`config.mk`:
```
export PLATFORM = sky130hd
export DESIGN_NAME = multi_channel_timer_flat
export DESIGN_NICKNAME = d
export VERILOG_FILES = /design/src/rtl/multi_channel_timer_if.sv /design/src/rtl/multi_channel_timer.sv /design/src/flat_wrapper.sv
export SDC_FILE = /design/constraint.sdc
export NUM_CORES = 1
export LEC_CHECK = 0
export CAP_MARGIN = 20
export CORE_ASPECT_RATIO = 1.4
export CORE_MARGIN = 3
export CORE_UTILIZATION = 30
export CTS_CLUSTER_SIZE = 20
export DETAILED_ROUTE_END_ITERATION = 10
export GPL_TIMING_DRIVEN = 0
export PLACE_DENSITY = 0.5
export SETUP_SLACK_MARGIN = 0.15
export SLEW_MARGIN = 15
export SYNTH_ARGS = -nofsm -noshare
export SYNTH_HDL_FRONTEND = slang
export SYNTH_SLANG_ARGS = --single-unit
export TNS_END_PERCENT = 30
```
`constraint.sdc`:
```
create_clock -name clk -period 3.93 [get_ports clk]
set_input_delay 0.393 -clock clk [delete_from_list [all_inputs] [get_ports clk]]
set_output_delay 0.393 -clock clk [all_outputs]
set_load 0.01 [all_outputs]
```
`src/rtl/multi_channel_timer_if.sv`:
```
// multi_channel_timer_if: config/status bundle between the MMU (master) and the timer (slave)
//   cfg_we/cfg_op/cfg_ch       one command per cycle: op 0 = START (load+run), 1 = STOP
//   cfg_load_val/periodic/presc START arguments: ticks to expiry, reload mode, prescaler compare
//   irq_clr                    write-1-to-clear for expired[]
//   rd_ch / rd_count           combinational count readback
//   timer_is_high/expired/expire_pulse/irq_o  per-channel status and summary interrupt
interface multi_channel_timer_if #(
   parameter int NUM_CH  = 4,
   parameter int CNT_W   = 32,
   parameter int PRESC_W = 8,
   parameter int CH_W    = (NUM_CH > 1) ? $clog2(NUM_CH) : 1
);
   logic                cfg_we;
   logic                cfg_op;
   logic [CH_W-1:0]     cfg_ch;
   logic [CNT_W-1:0]    cfg_load_val;
   logic                cfg_periodic;
   logic [PRESC_W-1:0]  cfg_presc;
   logic [NUM_CH-1:0]   irq_clr;
   logic [CH_W-1:0]     rd_ch;
   logic [NUM_CH-1:0]   timer_is_high;
   logic [NUM_CH-1:0]   expired;
   logic [NUM_CH-1:0]   expire_pulse;
   logic                irq_o;
   logic [CNT_W-1:0]    rd_count;
   modport master (
      output cfg_we, cfg_op, cfg_ch, cfg_load_val, cfg_periodic, cfg_presc, irq_clr, rd_ch,
      input  timer_is_high, expired, expire_pulse, irq_o, rd_count
   );
   modport slave (
      input  cfg_we, cfg_op, cfg_ch, cfg_load_val, cfg_periodic, cfg_presc, irq_clr, rd_ch,
      output timer_is_high, expired, expire_pulse, irq_o, rd_count
   );
endinterface

```
`src/rtl/multi_channel_timer.sv`:
```
// multi_channel_timer: N-channel prescaled down-counting timer with one-shot/periodic modes
//   clk  system clock, all state on rising edge
//   rst  synchronous active-low reset
//   bus  multi_channel_timer_if.slave: config commands in, status/readback out
module multi_channel_timer #(
   parameter int NUM_CH  = 4,
   parameter int CNT_W   = 32,
   parameter int PRESC_W = 8
) (
   input logic                clk,
   input logic                rst,
   multi_channel_timer_if.slave bus
);
   typedef enum logic {IDLE, RUN} state_t;
   state_t                          r_state [NUM_CH];
   state_t                          w_state_n [NUM_CH];
   logic [NUM_CH-1:0][CNT_W-1:0]    r_count, w_count_n, r_load, w_load_n;
   logic [NUM_CH-1:0][PRESC_W-1:0]  r_pcnt, w_pcnt_n, r_presc, w_presc_n;
   logic [NUM_CH-1:0]               r_periodic, w_periodic_n, r_expired, w_expired_n;
   logic [NUM_CH-1:0]               r_pulse, w_fire, w_high, w_start, w_stop;
   always_ff @(posedge clk) begin
      if (!rst) begin
         for (int i = 0; i < NUM_CH; i++) r_state[i] <= IDLE;
         r_count    <= '0;
         r_load     <= '0;
         r_pcnt     <= '0;
         r_presc    <= '0;
         r_periodic <= '0;
         r_expired  <= '0;
         r_pulse    <= '0;
      end else begin
         r_state    <= w_state_n;
         r_count    <= w_count_n;
         r_load     <= w_load_n;
         r_pcnt     <= w_pcnt_n;
         r_presc    <= w_presc_n;
         r_periodic <= w_periodic_n;
         r_expired  <= w_expired_n;
         r_pulse    <= w_fire;
      end
   end
   // Priority per channel: START (restart) > STOP > tick. A command on a channel
   // therefore suppresses any expiry that channel would have produced this cycle.
   always_comb begin
      w_state_n    = r_state;
      w_count_n    = r_count;
      w_load_n     = r_load;
      w_pcnt_n     = r_pcnt;
      w_presc_n    = r_presc;
      w_periodic_n = r_periodic;
      w_expired_n  = r_expired;
      w_fire       = '0;
      w_high       = '0;
      w_start      = '0;
      w_stop       = '0;
      for (int i = 0; i < NUM_CH; i++) begin
         w_high[i]  = r_state[i] == RUN;
         w_start[i] = bus.cfg_we && !bus.cfg_op && int'(bus.cfg_ch) == i;
         w_stop[i]  = bus.cfg_we && bus.cfg_op && int'(bus.cfg_ch) == i;
         if (w_start[i]) begin
            w_load_n[i]     = bus.cfg_load_val;
            w_periodic_n[i] = bus.cfg_periodic;
            w_presc_n[i]    = bus.cfg_presc;
            w_pcnt_n[i]     = '0;
            w_count_n[i]    = bus.cfg_load_val;
            // A zero load expires immediately and never enters RUN
            w_state_n[i]    = bus.cfg_load_val == '0 ? IDLE : RUN;
            w_fire[i]       = bus.cfg_load_val == '0;
         end else if (w_stop[i] && w_high[i]) begin
            w_state_n[i] = IDLE;
            w_count_n[i] = '0;
            w_pcnt_n[i]  = '0;
         end else if (w_high[i] && r_pcnt[i] == r_presc[i]) begin
            w_pcnt_n[i]  = '0;
            w_fire[i]    = r_count[i] == CNT_W'(1);
            w_count_n[i] = w_fire[i] ? (r_periodic[i] ? r_load[i] : '0) : r_count[i] - 1'b1;
            w_state_n[i] = w_fire[i] && !r_periodic[i] ? IDLE : RUN;
         end else if (w_high[i]) begin
            w_pcnt_n[i] = r_pcnt[i] + 1'b1;
         end
         // Same-cycle expiry beats irq_clr
         w_expired_n[i] = (r_expired[i] & ~bus.irq_clr[i]) | w_fire[i];
      end
   end
   assign bus.timer_is_high = w_high;
   assign bus.expired       = r_expired;
   assign bus.expire_pulse  = r_pulse;
   assign bus.irq_o         = |r_expired;
   assign bus.rd_count      = int'(bus.rd_ch) < NUM_CH ? r_count[bus.rd_ch] : '0;
endmodule

```
`src/flat_wrapper.sv`:
```
// flat-port wrapper written by rule: the top's interface ports become plain ports
module multi_channel_timer_flat 
#(
   parameter int NUM_CH  = 4,
   parameter int CNT_W   = 32,
   parameter int PRESC_W = 8
)
  (clk, rst, bus_cfg_we, bus_cfg_op, bus_cfg_ch, bus_cfg_load_val, bus_cfg_periodic, bus_cfg_presc, bus_irq_clr, bus_rd_ch, bus_timer_is_high, bus_expired, bus_expire_pulse, bus_irq_o, bus_rd_count);
  multi_channel_timer_if #(.NUM_CH(NUM_CH), .CNT_W(CNT_W), .PRESC_W(PRESC_W)) bus_i ();
  input logic clk;
  input logic rst;
  input wire logic [$bits(bus_i.cfg_we)-1:0] bus_cfg_we;
  input wire logic [$bits(bus_i.cfg_op)-1:0] bus_cfg_op;
  input wire logic [$bits(bus_i.cfg_ch)-1:0] bus_cfg_ch;
  input wire logic [$bits(bus_i.cfg_load_val)-1:0] bus_cfg_load_val;
  input wire logic [$bits(bus_i.cfg_periodic)-1:0] bus_cfg_periodic;
  input wire logic [$bits(bus_i.cfg_presc)-1:0] bus_cfg_presc;
  input wire logic [$bits(bus_i.irq_clr)-1:0] bus_irq_clr;
  input wire logic [$bits(bus_i.rd_ch)-1:0] bus_rd_ch;
  output wire logic [$bits(bus_i.timer_is_high)-1:0] bus_timer_is_high;
  output wire logic [$bits(bus_i.expired)-1:0] bus_expired;
  output wire logic [$bits(bus_i.expire_pulse)-1:0] bus_expire_pulse;
  output wire logic [$bits(bus_i.irq_o)-1:0] bus_irq_o;
  output wire logic [$bits(bus_i.rd_count)-1:0] bus_rd_count;
  assign bus_i.cfg_we = bus_cfg_we;
  assign bus_i.cfg_op = bus_cfg_op;
  assign bus_i.cfg_ch = bus_cfg_ch;
  assign bus_i.cfg_load_val = bus_cfg_load_val;
  assign bus_i.cfg_periodic = bus_cfg_periodic;
  assign bus_i.cfg_presc = bus_cfg_presc;
  assign bus_i.irq_clr = bus_irq_clr;
  assign bus_i.rd_ch = bus_rd_ch;
  assign bus_timer_is_high = bus_i.timer_is_high;
  assign bus_expired = bus_i.expired;
  assign bus_expire_pulse = bus_i.expire_pulse;
  assign bus_irq_o = bus_i.irq_o;
  assign bus_rd_count = bus_i.rd_count;
  multi_channel_timer #(.NUM_CH(NUM_CH), .CNT_W(CNT_W), .PRESC_W(PRESC_W)) u_core (.clk(clk), .rst(rst), .bus(bus_i));
endmodule
```
# After elaboration in Yosys (flattened, before gate mapping)
# Index checks and enable logic that the tools add are counted.
# totals
register_bits,336
in_bits,53
output_inout_bits,45
elab_cells,148
# op_classes
n_addsub,8
n_lt_le_gt_ge,1
n_eq_ne,11
n_mux,51
n_bitwise,13
n_reduce_logical,38
# op_table
cell,count
$mux 32,21
$eq 32x1->1 const B,4
$sub 32x1->32 const B,4
$bmux 32 s2,1
$add 8x1->8 const B,4
$eq 8x8->1,4
$logic_not 32->1,1
$mux 1,29
$logic_and 1x1->1,22
$reduce_or 4->1,5
$reduce_bool 3->1,4
$logic_not 1->1,5
$not 1->1,5
$and 1x1->1,4
$eq 2x2->1 const B,2
$or 1x1->1,4
$lt 2x3->1 const B,1
$eq 2x1->1 const B,1
$logic_not 2->1,1

# Logic depth before layout (Yosys ltp)
# depth
depth_word,6
mapped_depth,10
mapped_depth_nobuf,8

# Worst setup path before layout
# Ideal clock, no wire load.
# synth_path
path_kind,register -> register
start,register u_core.r_count[96] (netlist bit)
end,register u_core.r_count[104] (netlist bit)
setup_ps,119
arrival_time_ps,2549
slack_ps,1263
stages_incl_launch_ff,10
cell_sequence,dfxtp_1 > ha_1 > or3b_2 > or3_1 > or4_1 > buf_2 > buf_2 > a21oi_1 > a211oi_1 > o221a_2
# synth_via
elab_chain_len,5
# synth_rtl
item,line,text
"start, declared",multi_channel_timer.sv:17,"logic [NUM_CH-1:0][CNT_W-1:0] r_count, w_count_n, r_load, w_load_n;"
"start signal, assigned",multi_channel_timer.sv:33,r_count <= w_count_n;
$sub 32x1->32 / $eq 32x1->1 (equally long branches),"multi_channel_timer.sv:76, multi_channel_timer.sv:75",
$mux 32 (*),multi_channel_timer.sv:76,w_count_n[i] = w_fire[i] ? (r_periodic[i] ? r_load[i] : '0) : r_count[i] - 1'b1;
$mux 32 (*),multi_channel_timer.sv:73,end else if (w_high[i] && r_pcnt[i] == r_presc[i]) begin
$mux 32 (*),multi_channel_timer.sv:69,end else if (w_stop[i] && w_high[i]) begin
$mux 32 (*),multi_channel_timer.sv:60,if (w_start[i]) begin
# Mark *: on every way between the ends. The rest lies on a longest branch, timed or not. The select of a mux whose other input is x is not followed.
# A chain may end at the register's enable or synchronous reset.

# Final worst setup path
# layout_path
start,input port bus_cfg_ch[0]
end,"register u_core.r_expired[1], in the netlist u_core.bus.expired[1]"
# layout_via
elab_chain_len,6
# layout_rtl
item,line,text
"start, declared",flat_wrapper.sv:14,input wire logic [$bits(bus_i.cfg_ch)-1:0] bus_cfg_ch;
$eq 2x2->1 (*),"multi_channel_timer.sv:58, multi_channel_timer.sv:59",
$logic_and 1x1->1,multi_channel_timer.sv:59,w_stop[i] = bus.cfg_we && bus.cfg_op && int'(bus.cfg_ch) == i;
$logic_and 1x1->1,multi_channel_timer.sv:69,
$mux 1,multi_channel_timer.sv:69,
$mux 1 (*),multi_channel_timer.sv:60,
$or 1x1->1 (*),multi_channel_timer.sv:82,w_expired_n[i] = (r_expired[i] & ~bus.irq_clr[i]) | w_fire[i];
"end signal, assigned",multi_channel_timer.sv:38,r_expired <= w_expired_n;
"end, declared",multi_channel_timer.sv:19,"logic [NUM_CH-1:0] r_periodic, w_periodic_n, r_expired, w_expired_n;"
# Mark *: on every way between the ends. The rest lies on a longest branch, timed or not.

==> key figures <==
Run status
  • Outcome: finished clean

STA
  • Hold Vio Cnt, Final: 0
  • Slew Limit Headroom: 20.5%
  • Layout Skew: 15.0 ps
  • F_max: 270 MHz
  • Period minus WS final: about 3700 ps
  • RSZ-0062 raised after global routing: no
  • Worst Tran Pin Value: between 1000 and 1500 ps
  • Final setup viols: 0
  • Final Max Tran Viols: 0
  • Final WS setup: about 220 ps
  • Part of the cycle the worst path needs: between 90% and 100%
  • Final setup TNS: 0 ps

CTS
  • CTS tree: built
  • H-tree depth: 2
  • TritonCTS Buffers: 39
  • Clock slew at reported path FFs: roughly 60 ps
  • Clock Path Buffers: 3
  • Clock Latency Late Sink: roughly 570 ps
  • Hold_buf cts: 0
  • CTS Root Cell: clkbuf_16
  • Num Clock Sinks: 336

Drt
  • Average wire per standard cell: between 20 and 30 µm
  • Final wirelength: around 92000 µm
  • Via/cell ratio: 6.02
  • Post-detailed-route count of antenna-violating nets: 0
  • Routed via count: about 19k
  • DRC Markers: 0
  • Iter 0 DRT Violations: approximately 1.8k
  • Initial DRT Pass Iterations: 5

Setup path
  • Worst-path fanout max: 10
  • Critical Path Max Stage Delay: slightly below 900 ps
  • CP max stage cell: a22oi_1
  • Reg-to-reg slack, setup: 380 ps
  • CP dominant cell by count: clkbuf_1
  • Top delay family on crit path: buffers and inverters
  • Critical Path Sink Type: flop
  • Worst setup SP type: input pin
  • Cells along the critical path: clkdlybuf4s50_1, clkbuf_1, and3_1, clkbuf_1, clkbuf_1, nor2_1, a22oi_1, a21oi_1
  • Crit path buffers/inverters: 4
  • Required @ worst endpoint: between 4000 and 5000 ps
  • Worst Path Arrival: about 4100 ps
  • Setup Crit Path Kind: in2reg

Worst hold path
  • HP Class: reg2reg

GRT
  • GRT Util Overall: between 20% and 30%
  • Global-route wire length before repair: 131000 µm
  • Vias in the first global route: 18.6k
  • Gr ovfl total: 0
  • Largest net degree at the start of global routing: 13
  • Initial antenna violation count: 6

Final layout
  • Area growth from synthesis to layout: 18.3%
  • FILL cells: about 6.2k
  • Share of layout cells above drive strength 1: around 7.1%
  • Nets: around 2.5k
  • Fin util: between 30% and 40%

Logic synthesis
  • Synthesized flop and latch total: about 340
  • Synthesized area per cell: around 7.9 µm²
  • Synth top area cells: dfxtp_1 37%, nand2_1 9.4%, a21oi_1 6.8%
  • Area share of the largest cell type after synthesis: a little under two fifths
  • Sequential area share after synthesis: roughly 37%
  • Netlist Area Pre-Place: 18000 µm²
  • EDFF count, synth: 0
  • Synth area leader: dfxtp_1
  • Synth Instances: approximately 2.3k
  • Synth cell count leaders: 453 x nand2_1, 336 x dfxtp_1, 246 x a21oi_1
  • Yosys cell types: 84
  • YS warnings: 0
  • Most used DFF post-synth: dfxtp_1
  • Async S/R FF share, synth: 0%
  • Most common cell in the synthesized netlist: nand2_1
  • Syn nets: between 2k and 2.5k

Place
  • I/O Buffers: 96
  • DP HPWL: around 69000 µm
  • GPL Wtd Cong: approximately 1
  • Pre-CTS WS: -268 ps

Pwr
  • Max IR drop VDD: between 300 and 400 µV
  • Total power: 10.8 mW
  • Leak: ~7.5 nW
  • Reg power frac: roughly 36%
  • Switch Pwr: between 3 and 4 mW
  • P_int: just over 7 mW
  • Clock power share: 35.9%
  • Switching Fraction: a little over a third
  • Combinational Power Share: between 20 and 30%
  • Pwr dens: 507 nW/µm²

Floorplanning
  • Die area: approximately 63000 µm²
  • Initial core utilization: 30.5%
  • Chip height: about 300 µm
  • IO Count: 98
  • Core area: roughly 60000 µm²
  • # rows: around 110
  • Die width: between 200 and 250 µm

Flow run
  • Total of max-cap violations: 0
==> area by class of cell <==
cell class                 instances  area [µm²]  area share [%]
multi-input combinational       1738       10500            49.5
sequential                       336        6730            31.6
clock buffer                      63        1260            5.91
timing repair buffer             101         986            4.63
tap                              749         937            4.40
buffer                           173         672            3.15
inverter                          24        90.1           0.423
clock inverter                     4        73.8           0.347
antenna                            5        12.5          0.0587
==> routing by layer <==
metal	up-vias	GRT usage, %	routed length [µm]
met3	309	5.56	7330
met4	2	22.1	8350
li1	8516	-	-
met1	9351	33.8	34800
met2	1046	46.1	42000
met5	-	0	13
==> cell families after synthesis <==
family,count (synthesis),share of synthesized area [%]
AO/OA/AOI/OAI,598,21.3
adder cells (fa/ha/maj),12,0.834
multiplexers,42,4.58
AND/OR/NAND/NOR,950,25.1
XOR/XNOR,136,6.62
flip-flops,336,37.4
buffers and inverters,197,4.23
==> tightest hold or removal path: cells and delay by family (launching register included) <==
family,cells,cell delay (ps)
DFF,1,310
and+or+nand+nor,1,50
AOI/OAI and AO/OA,1,50
==> cell usage in the layout, fill, tap and decap left out, types with 7 or more instances in the layout <==
cell             count
nand2_1            453
dfxtp_1            336
a21oi_1            246
clkbuf_1           160
nor2_1             143
o21ai_0             96
clkdlybuf4s50_1     96
xnor2_1             82
and3_1              54
xor2_1              54
nand3_1             51
nor4_1              50
nor3_1              43
clkbuf_16           41
nand4_1             40
a31oi_1             37
mux4_2              32
o221a_2             31
a311oi_1            25
inv_1               23
a21boi_0            22
or3_1               21
o22ai_1             20
or4_1               16
a211o_1             16
buf_2               15
clkbuf_8            15
and4_1              14
a211oi_1            14
ha_1                12
o211ai_1            11
o31ai_1             11
nand2b_1             9
a221oi_1             9
buf_1                7
mux2i_1              7
==> worst paths after layout <==
path	startpoint	endpoint	depth (start not counted)
worst max register to register	u_core.bus.timer_is_high[1]$_SDFFE_PN0P_	u_core.bus.expired[1]$_SDFF_PN0_	8
worst min register to register	u_core.r_load[72]$_SDFFE_PN0P_	u_core.r_load[72]$_SDFFE_PN0P_	2
worst min-delay path	u_core.r_load[72]$_SDFFE_PN0P_	u_core.r_load[72]$_SDFFE_PN0P_	2
worst max-delay path	bus_cfg_ch[0]	u_core.bus.expired[1]$_SDFF_PN0_	8
==> sequential cells by signal (all words and copies together) (netlist names) <==
register,cells
u_core.r_presc,32
u_core.bus.timer_is_high,4
u_core.bus.expired,4
u_core.bus.expire_pulse,4
u_core.r_load,128
u_core.r_pcnt,32
u_core.r_count,128
u_core.r_periodic,4
==> through the flow <==
step	hold WS [ps]	cell area (µm²)	cells
after floorplan	432	18000	2271
after global placement	438	19900	3116
after detailed placement	443	19900	3119
after CTS	451	21300	3186
after global routing	465	21300	3188
final	450	21300	3193
==> power groups by stage <==
stage	sequential, mW	clock, mW	combinational, mW
finish	3.92	3.88	3.00
global route	3.93	4.05	3.24
CTS	3.90	3.94	2.93
detailed placement	3.98	0	2.91
global placement	3.97	0	2.89
floorplan	3.81	0	1.97
==> what timing repair did <==
| item | in CTS | in global routing |
|---|---|---|
| resized for setup | 0 | 2 |
| endpoints found under the hold margin | 0 | 0 |
| setup endpoints to repair | 0 | 8 |
| buffers inserted | 0 | 0 |
(Power assumes the default switching activity.)
